`src/rtl/mac_pkg.sv`:
```
// mac_pkg: shared defaults, product width and group-control FSM encoding for mac_responder
package mac_pkg;
    localparam int DATA_W_DEF = 8;
    localparam int ACC_W_DEF  = 16;
    localparam int K_LEN_DEF  = 4;
    localparam int PROD_W     = 2 * DATA_W_DEF;
    typedef enum logic {IDLE, ACCUM} state_t;
endpackage

```
`src/rtl/mac_product_stage.sv`:
```
// mac_product_stage: registered multiplier holding product, valid, first and last tags
//   ports: clk, reset (sync, active-high); i_en beat valid; i_a/i_b operands;
//   i_first/i_last beat position tags; i_flush drops the held beat;
//   o_prod product; o_valid held beat not flushed; o_pending raw held-beat flag;
//   o_first/o_last tags of the held beat
module mac_product_stage #(
    parameter int DATA_W = mac_pkg::DATA_W_DEF
) (
    input  logic                  clk,
    input  logic                  reset,
    input  logic                  i_en,
    input  logic                  i_flush,
    input  logic                  i_first,
    input  logic                  i_last,
    input  logic [DATA_W-1:0]     i_a,
    input  logic [DATA_W-1:0]     i_b,
    output logic [2*DATA_W-1:0]   o_prod,
    output logic                  o_valid,
    output logic                  o_pending,
    output logic                  o_first,
    output logic                  o_last
);
    logic [2*DATA_W-1:0] r_prod;
    logic                r_valid;
    logic                r_first;
    logic                r_last;

    always_ff @(posedge clk) begin
        if (reset) begin
            r_prod  <= '0;
            r_valid <= 1'b0;
            r_first <= 1'b0;
            r_last  <= 1'b0;
        end else begin
            r_valid <= i_en;
            if (i_en) begin
                r_prod  <= i_a * i_b;
                r_first <= i_first;
                r_last  <= i_last;
            end
        end
    end

    // A flush in the same cycle keeps the held beat out of the accumulator.
    assign o_valid   = r_valid & ~i_flush;
    assign o_pending = r_valid;
    assign o_prod    = r_prod;
    assign o_first   = r_first;
    assign o_last    = r_last;
endmodule

```
`src/rtl/mac_responder.sv`:
```
// mac_responder: pipelined multiply-accumulate, K_LEN products per dot-product result
//   ports: clk, reset (sync, active-high); enable_in operand beat valid; a_in/b_in operands;
//   acc_clear aborts the open group; mac_out last result (held); mac_valid 1-cycle update pulse;
//   mac_ovf overflow flag of the group on mac_out; busy group open or pipeline non-empty
//   MAC_SATURATE_EN: when defined, an overflowing group clamps to 2^ACC_W-1 instead of wrapping
module mac_responder
    import mac_pkg::*;
#(
    parameter int DATA_W = mac_pkg::DATA_W_DEF,
    parameter int ACC_W  = mac_pkg::ACC_W_DEF,
    parameter int K_LEN  = mac_pkg::K_LEN_DEF
) (
    input  logic              clk,
    input  logic              reset,
    input  logic              enable_in,
    input  logic [DATA_W-1:0] a_in,
    input  logic [DATA_W-1:0] b_in,
    input  logic              acc_clear,
    output logic [ACC_W-1:0]  mac_out,
    output logic              mac_valid,
    output logic              mac_ovf,
    output logic              busy
);
    localparam int CNT_W = K_LEN > 1 ? $clog2(K_LEN) : 1;
    localparam int P_W   = 2 * DATA_W;
    // Sum is wide enough for both a carry out of ACC_W and a product wider than ACC_W.
    localparam int S_W   = (P_W > ACC_W ? P_W : ACC_W) + 1;

    state_t           r_state, w_state_nxt;
    logic [CNT_W-1:0] r_cnt, w_cnt, w_cnt_nxt;
    logic             w_first, w_last;
    logic [P_W-1:0]   w_s1_prod;
    logic             w_s1_valid, w_s1_pending, w_s1_first, w_s1_last;
    logic             r_s2_valid;
    logic [ACC_W-1:0] r_acc, w_base, w_acc_nxt;
    logic             r_gov, w_gov, w_carry;
    logic [S_W-1:0]   w_sum;

    // acc_clear with enable_in makes this beat beat 0 of a fresh group.
    assign w_cnt   = acc_clear ? '0 : r_cnt;
    assign w_first = w_cnt == '0;
    assign w_last  = w_cnt == CNT_W'(K_LEN - 1);

    always_comb begin
        w_cnt_nxt   = enable_in ? (w_last ? '0 : w_cnt + 1'b1) : w_cnt;
        w_state_nxt = enable_in ? (w_last ? IDLE : ACCUM) : (acc_clear ? IDLE : r_state);
    end

    mac_product_stage #(.DATA_W(DATA_W)) u_prod (
        .clk       (clk),
        .reset     (reset),
        .i_en      (enable_in),
        .i_flush   (acc_clear),
        .i_first   (w_first),
        .i_last    (w_last),
        .i_a       (a_in),
        .i_b       (b_in),
        .o_prod    (w_s1_prod),
        .o_valid   (w_s1_valid),
        .o_pending (w_s1_pending),
        .o_first   (w_s1_first),
        .o_last    (w_s1_last)
    );

    assign w_base  = w_s1_first ? '0 : r_acc;
    assign w_sum   = S_W'(w_base) + S_W'(w_s1_prod);
    assign w_carry = |w_sum[S_W-1:ACC_W];
    assign w_gov   = (~w_s1_first & r_gov) | w_carry;
`ifdef MAC_SATURATE_EN
    assign w_acc_nxt = w_gov ? '1 : w_sum[ACC_W-1:0];
`else
    assign w_acc_nxt = w_sum[ACC_W-1:0];
`endif

    always_ff @(posedge clk) begin
        if (reset) begin
            r_state    <= IDLE;
            r_cnt      <= '0;
            r_s2_valid <= 1'b0;
            r_acc      <= '0;
            r_gov      <= 1'b0;
            mac_out    <= '0;
            mac_valid  <= 1'b0;
            mac_ovf    <= 1'b0;
        end else begin
            r_state    <= w_state_nxt;
            r_cnt      <= w_cnt_nxt;
            r_s2_valid <= w_s1_valid;
            mac_valid  <= w_s1_valid & w_s1_last;
            if (w_s1_valid) begin
                r_acc <= w_acc_nxt;
                r_gov <= w_gov;
            end
            if (w_s1_valid & w_s1_last) begin
                mac_out <= w_acc_nxt;
                mac_ovf <= w_gov;
            end
        end
    end

    assign busy = (r_state == ACCUM) | w_s1_pending | r_s2_valid;
endmodule

```
`config.mk`:
```
export PLATFORM = sky130hd
export DESIGN_NAME = mac_responder
export DESIGN_NICKNAME = d
export VERILOG_FILES = /design/src/rtl/mac_pkg.sv /design/src/rtl/mac_product_stage.sv /design/src/rtl/mac_responder.sv
export SDC_FILE = /design/constraint.sdc
export NUM_CORES = 1
export LEC_CHECK = 0
export ABC_AREA = 1
export BUFFER_PORTS_ARGS = -buffer_cell sky130_fd_sc_hd__buf_4
export CAP_MARGIN = 5
export CORE_ASPECT_RATIO = 1.25
export CORE_MARGIN = 1.5
export CORE_UTILIZATION = 53
export CTS_CLUSTER_SIZE = 10
export DETAILED_ROUTE_END_ITERATION = 10
export PLACE_DENSITY_LB_ADDON = 0.25
export SLEW_MARGIN = 15
export SYNTH_ARGS = -nofsm -noshare
export SYNTH_HDL_FRONTEND = slang
export SYNTH_SLANG_ARGS = --single-unit
```
`constraint.sdc`:
```
create_clock -name clk -period 3.3 [get_ports clk]
set_input_delay 0 -clock clk [delete_from_list [all_inputs] [get_ports clk]]
set_output_delay 0 -clock clk [all_outputs]
set_load 0.02 [all_outputs]
```
# After elaboration in Yosys (flattened, before gate mapping)
# Cells that the tools add are included.
# totals
reg_bits,58
inputBits,20
output_inout_bits,19
elab_cells,33
# classes
add_sub_neg,2
n_mul,1
n_eq_ne,1
n_mux,7
bitwise_logic,8
n_reduce_logical,2
# ops
operator,n
adder 16 x 16 -> 17 bit,1
multiplier 8 x 8 -> 16 bit,1
two-way mux 16 bit,1
two-way mux 2 bit,3
bitwise AND 1 bit,3
two-way mux 1 bit,3
OR 1 bit,3
adder 2 x 1 -> 2 bit (second input constant),1
equality test 2 bit (second input constant),1
logical NOT 2 bit,1
inverter 1 bit,2
nonzero test 2 bit,1

# Longest topological paths before layout
# depth
ltp_word,4
mapped_depth,22
depth_no_buf,21

# Hierarchy
# Synthesis repeated with hierarchy kept, for this count alone.
# hier_totals
cells_unflattened,885
hier_area_um2,5705.5
# by_module_without_submodules
mod,instances,cells_each,area_per_inst_um2,seq_area_each_um2
mac_product_stage,1,465,3080.5,380.4
mac_responder,1,420,2625.0,780.7

# Worst setup path before layout
# Ideal clock, no wire load.
# synth_timing
kind,input-to-reg
from,input port b_in[7]
to,register u_prod.r_prod[12] (netlist: u_prod.o_prod[12])
setup_time_ps,115
t_arrival_ps,3505
required_time_ps,3185
path_slack_ps,-321
stages,20
path_cell_list,clkbuf_1 > nand2_1 > fa_1 > fa_1 > inv_1 > fa_1 > inv_1 > fa_1 > inv_1 > ha_1 > nand2_1 > inv_1 > nand2_1 > nand2_1 > nand2_1 > nand3_1 > nand2_1 > nand2_1 > o21ai_0 > inv_1
# synth_between
elab_chain_len,1
# synth_lines
element,line,rtl
start: declaration,mac_responder.sv:17,"input logic [DATA_W-1:0] b_in,"
multiplier 8 x 8 -> 16 bit,mac_product_stage.sv:37,r_prod <= i_a * i_b;
end signal: assignment,mac_product_stage.sv:37,
end: declaration,mac_product_stage.sv:23,logic [2*DATA_W-1:0] r_prod;
# No other way between the ends.
# A chain may end at the register's enable or synchronous reset.

# Final worst setup path
# layout_timing
from,input port b_in[4]
to,register u_prod.r_prod[9] (netlist: u_prod.o_prod[9])
# Same word-level chain as after synthesis.

==> flow_summary.ini <==
[floorplan]
boundaryPins = 39
die_w_um = 94.8
start_util_pct = 55.0
rows = 41
die_h_um = 118
dieArea_um2 = 11200
core_area_um2 = 10200

[logic_synthesis]
synthCells = 861
ys_warn_count = 0
synth_nets = 972
async_flop_share_pct = 0
yosysSeqAreaShare_pct = 20.8
syn-cell-area_um2 = 5580
yosysMostFrequentCell = nand2_1
ys_top_cells_by_area = dfxtp_1, nand2_1, inv_1, fa_1, ha_1
netlist.area_leader.share_pct = 20.8
yosysTopAreaCell = dfxtp_1
avgSynthCellArea_um2 = 6.49
synth-edff-count = 0
netlist_top_cells_count = nand2_1, inv_1, dfxtp_1
synth-seq-cells = 58
ys.flop_type = dfxtp_1
yosys.cell_types.count = 32

[detailed_routing]
final_antenna_net_count = 0
vias = 5051
drc = 0
via_per_inst = 4.83
routedWlPerCell_um = 11.4
drtIter0Drc = 214
first_pass_iters = 4
wirelength_um = 11900

[sta]
maxSlewViolCount = 0
max_freq_mhz = 322
setup_tns_ns = 0
slew_headroom_pct = 56.1
finalSetupViolations = 0
period_share_pct = 94.0
final_hold_viol_count = 0
tightest_slew_ns = 0.658
worst_hold_slack_ns = 0.0468
finalClockSkew_ns = 0.00560
period_needed_ns = 3.10

[cts]
numCtsBuffers = 9
clockBufferDepth = 2
h-tree-depth = 3
cts_tree = built
clock_latency_ns = 0.33
cts_sinks = 58
path_clk_slew_ns = 0.05
cts-root-buf = clkbuf_16

[critical_path]
crit_fanout = 7
reg2reg_slack_ns = 0.90
cp.arrival_ns = 3.36
worstReg2RegStart = u_prod.o_first
cp_common_cell = fa_1
crit_family = adder cells
worstSetupPathType = in -> reg
critPathLaunchType = input port
cp-end-kind = flip-flop
r2r-end = mac_out[15]
path_cells = buf_4 > nand2_1 > inv_1 > fa_1 > fa_1 > inv_1 > fa_1 > fa_1 > inv_1 > ha_4 > nand2_1 > nor2_2 > a21oi_1 > or2_2 > a31oi_1
cpPeakStageDelay_ns = 0.55
required_ns = 3.56
path_buf_inv = 4
cp_slowest_cell = fa_1
rr_worst_depth = 14

[finish]
n_fill_cell = 973
antennaDiodeCount = 0
finalInstanceArea_um2 = 6590
nNetsFinal = 1023
multi_input_area_um2 = 3560
area_growth_pct = 17.9
drive_above_1_share_pct = 13.6
seq_area_um2 = 1160

[power_and_ir_drop]
pwr-share-clk_pct = 26.9
comb_power_share_pct = 49.8
p_switching_mw = 1.32
p_per_area_nw_per_um2 = 525
p_leak_nw = 3.98
seqPwrFrac_pct = 23.3
total_power_mw = 3.45
swShare_pct = 38.3
ir_worst_vdd_v = 0.000297
p_int_mw = 2.13

[worst_hold_path]
min_to = u_prod.o_prod[4]
hold_path_class = in -> reg
hp-start = enable_in
min_delay_path_depth = 2

[global_routing]
grt_start_max_net_pins = 34
grt_pass1_wl_um = 20900
grt_usage_pct = 23.3
grt-ovfl-total = 0
antenna_found_initial = 0
grt_pass1_vias = 4842

[run]
max-cap-violations = 0

[placed_design]
place_area_um2 = 6170
dpl.hpwl_um = 9460
port_buffers = 38
place.gp.congestion = 0.915

[status]
status = finished clean
-- kinds of logic after synthesis --
kind of cell,Yosys count,synth area share [%]
DFF,58,20.8
and+or+nand+nor,367,27.0
buffers and inverters,256,17.6
xor gates and xnor gates,8,1.25
adders and majority gates,91,25.4
AOI/OAI and AO/OA,81,7.98
-- power by group through the flow --
stage	Clock (mW)	Combinational (mW)	Sequential, mW
finish	0.929	1.72	0.803
global placement	0	1.60	0.815
global route	0.980	1.97	0.808
CTS	0.943	1.63	0.803
detailed placement	0	1.62	0.815
floorplan	0	1.20	0.796
-- worst register-to-register path: stages (launching register included) --
cell,delay [ns]
dfxtp_1,0.74
inv_1,0.22
nand2_1,0.15
inv_1,0.05
ha_1,0.27
nand2_1,0.07
nand2_1,0.09
nand3_1,0.14
nand2_1,0.13
nand2_1,0.11
nand2_1,0.05
nand2_1,0.07
nand3_1,0.09
nand2_1,0.08
inv_1,0.03
-- through the flow --
step                utilization, %  std cells  setup slack [ns]
global placement              60.8       1026            -0.145
detailed placement            60.8       1026            -0.199
floorplan                        -        861          -0.00225
global route                  64.8       1046          -0.00699
CTS                           64.0       1044             0.151
finish                        64.8       1046             0.199
-- placed cells by master (no fill, tap or decap), types with 3 or more instances in the layout --
master     netlist  final
xor2_1           5      5
nor2_1          55     52
buf_6            1      4
nand3_1         53     52
buf_4            1     64
xnor2_1          3      3
o21ai_0         25     23
ha_1            54     50
o21ai_1          2      4
o21bai_1         3      3
a21oi_1         36     35
clkbuf_16        0      9
ha_4             0      4
nor3_1           3      3
or2_1            3      3
clkinv_2         0      3
o21a_1           6      6
a31oi_1          3      3
nand2_1        242    226
fa_1            37     36
nand2_2          0     15
inv_2            6      9
inv_1          218    215
nand4_1          4      4
dfxtp_1         58     58
o211ai_1         4      4
nor2_2           0      3
-- layout make-up --
cell class / count / share of cell area (%)
clock buffers: 11 / 3.84
clock inverters: 5 / 0.798
inverters: 226 / 13.0
multi-input cells: 547 / 54.0
flip-flops and latches: 58 / 17.6
well taps: 129 / 2.45
repair buffers: 70 / 8.32
-- state kept, by name, summed over array words and instances (netlist names) --
| register | count |
|---|---|
| r_cnt | 2 |
| r_s2_valid | 1 |
| r_acc | 16 |
| u_prod.o_last | 1 |
| r_gov | 1 |
| u_prod.o_pending | 1 |
| mac_valid | 1 |
| u_prod.o_first | 1 |
| mac_out | 16 |
| r_state | 1 |
| mac_ovf | 1 |
| u_prod.o_prod | 16 |
-- layer usage --
metal  wire [um]  vias to the layer above  part of all wire, %  track usage, %
li1            -                     2664                    -               -
met1        5070                     2274                   43            25.8
met2        6110                       88                   51            42.5
met3         366                       25                  3.1            3.49
met4         350                        0                  2.9            10.3
met5           0                        -                    0               0
-- worst max-delay path by stage --
stage,endpoint,cells after the start,start
finish,u_prod.o_prod[9],15,b_in[4]
global route,u_prod.o_prod[13],20,b_in[4]
floorplan,u_prod.o_prod[9],17,b_in[5]
global placement,u_prod.o_prod[9],15,a_in[3]
detailed placement,u_prod.o_prod[9],15,a_in[2]
CTS,u_prod.o_prod[9],15,a_in[2]
-- timing repair --
item,4_1_cts,5_1_grt
endpoints found under the hold margin,2,0
setup endpoints to repair,0,7
buffers inserted,0,2
gates resized for setup,0,27
hold buffers,2,0
No activity file was read; power rests on OpenSTA's default activity.
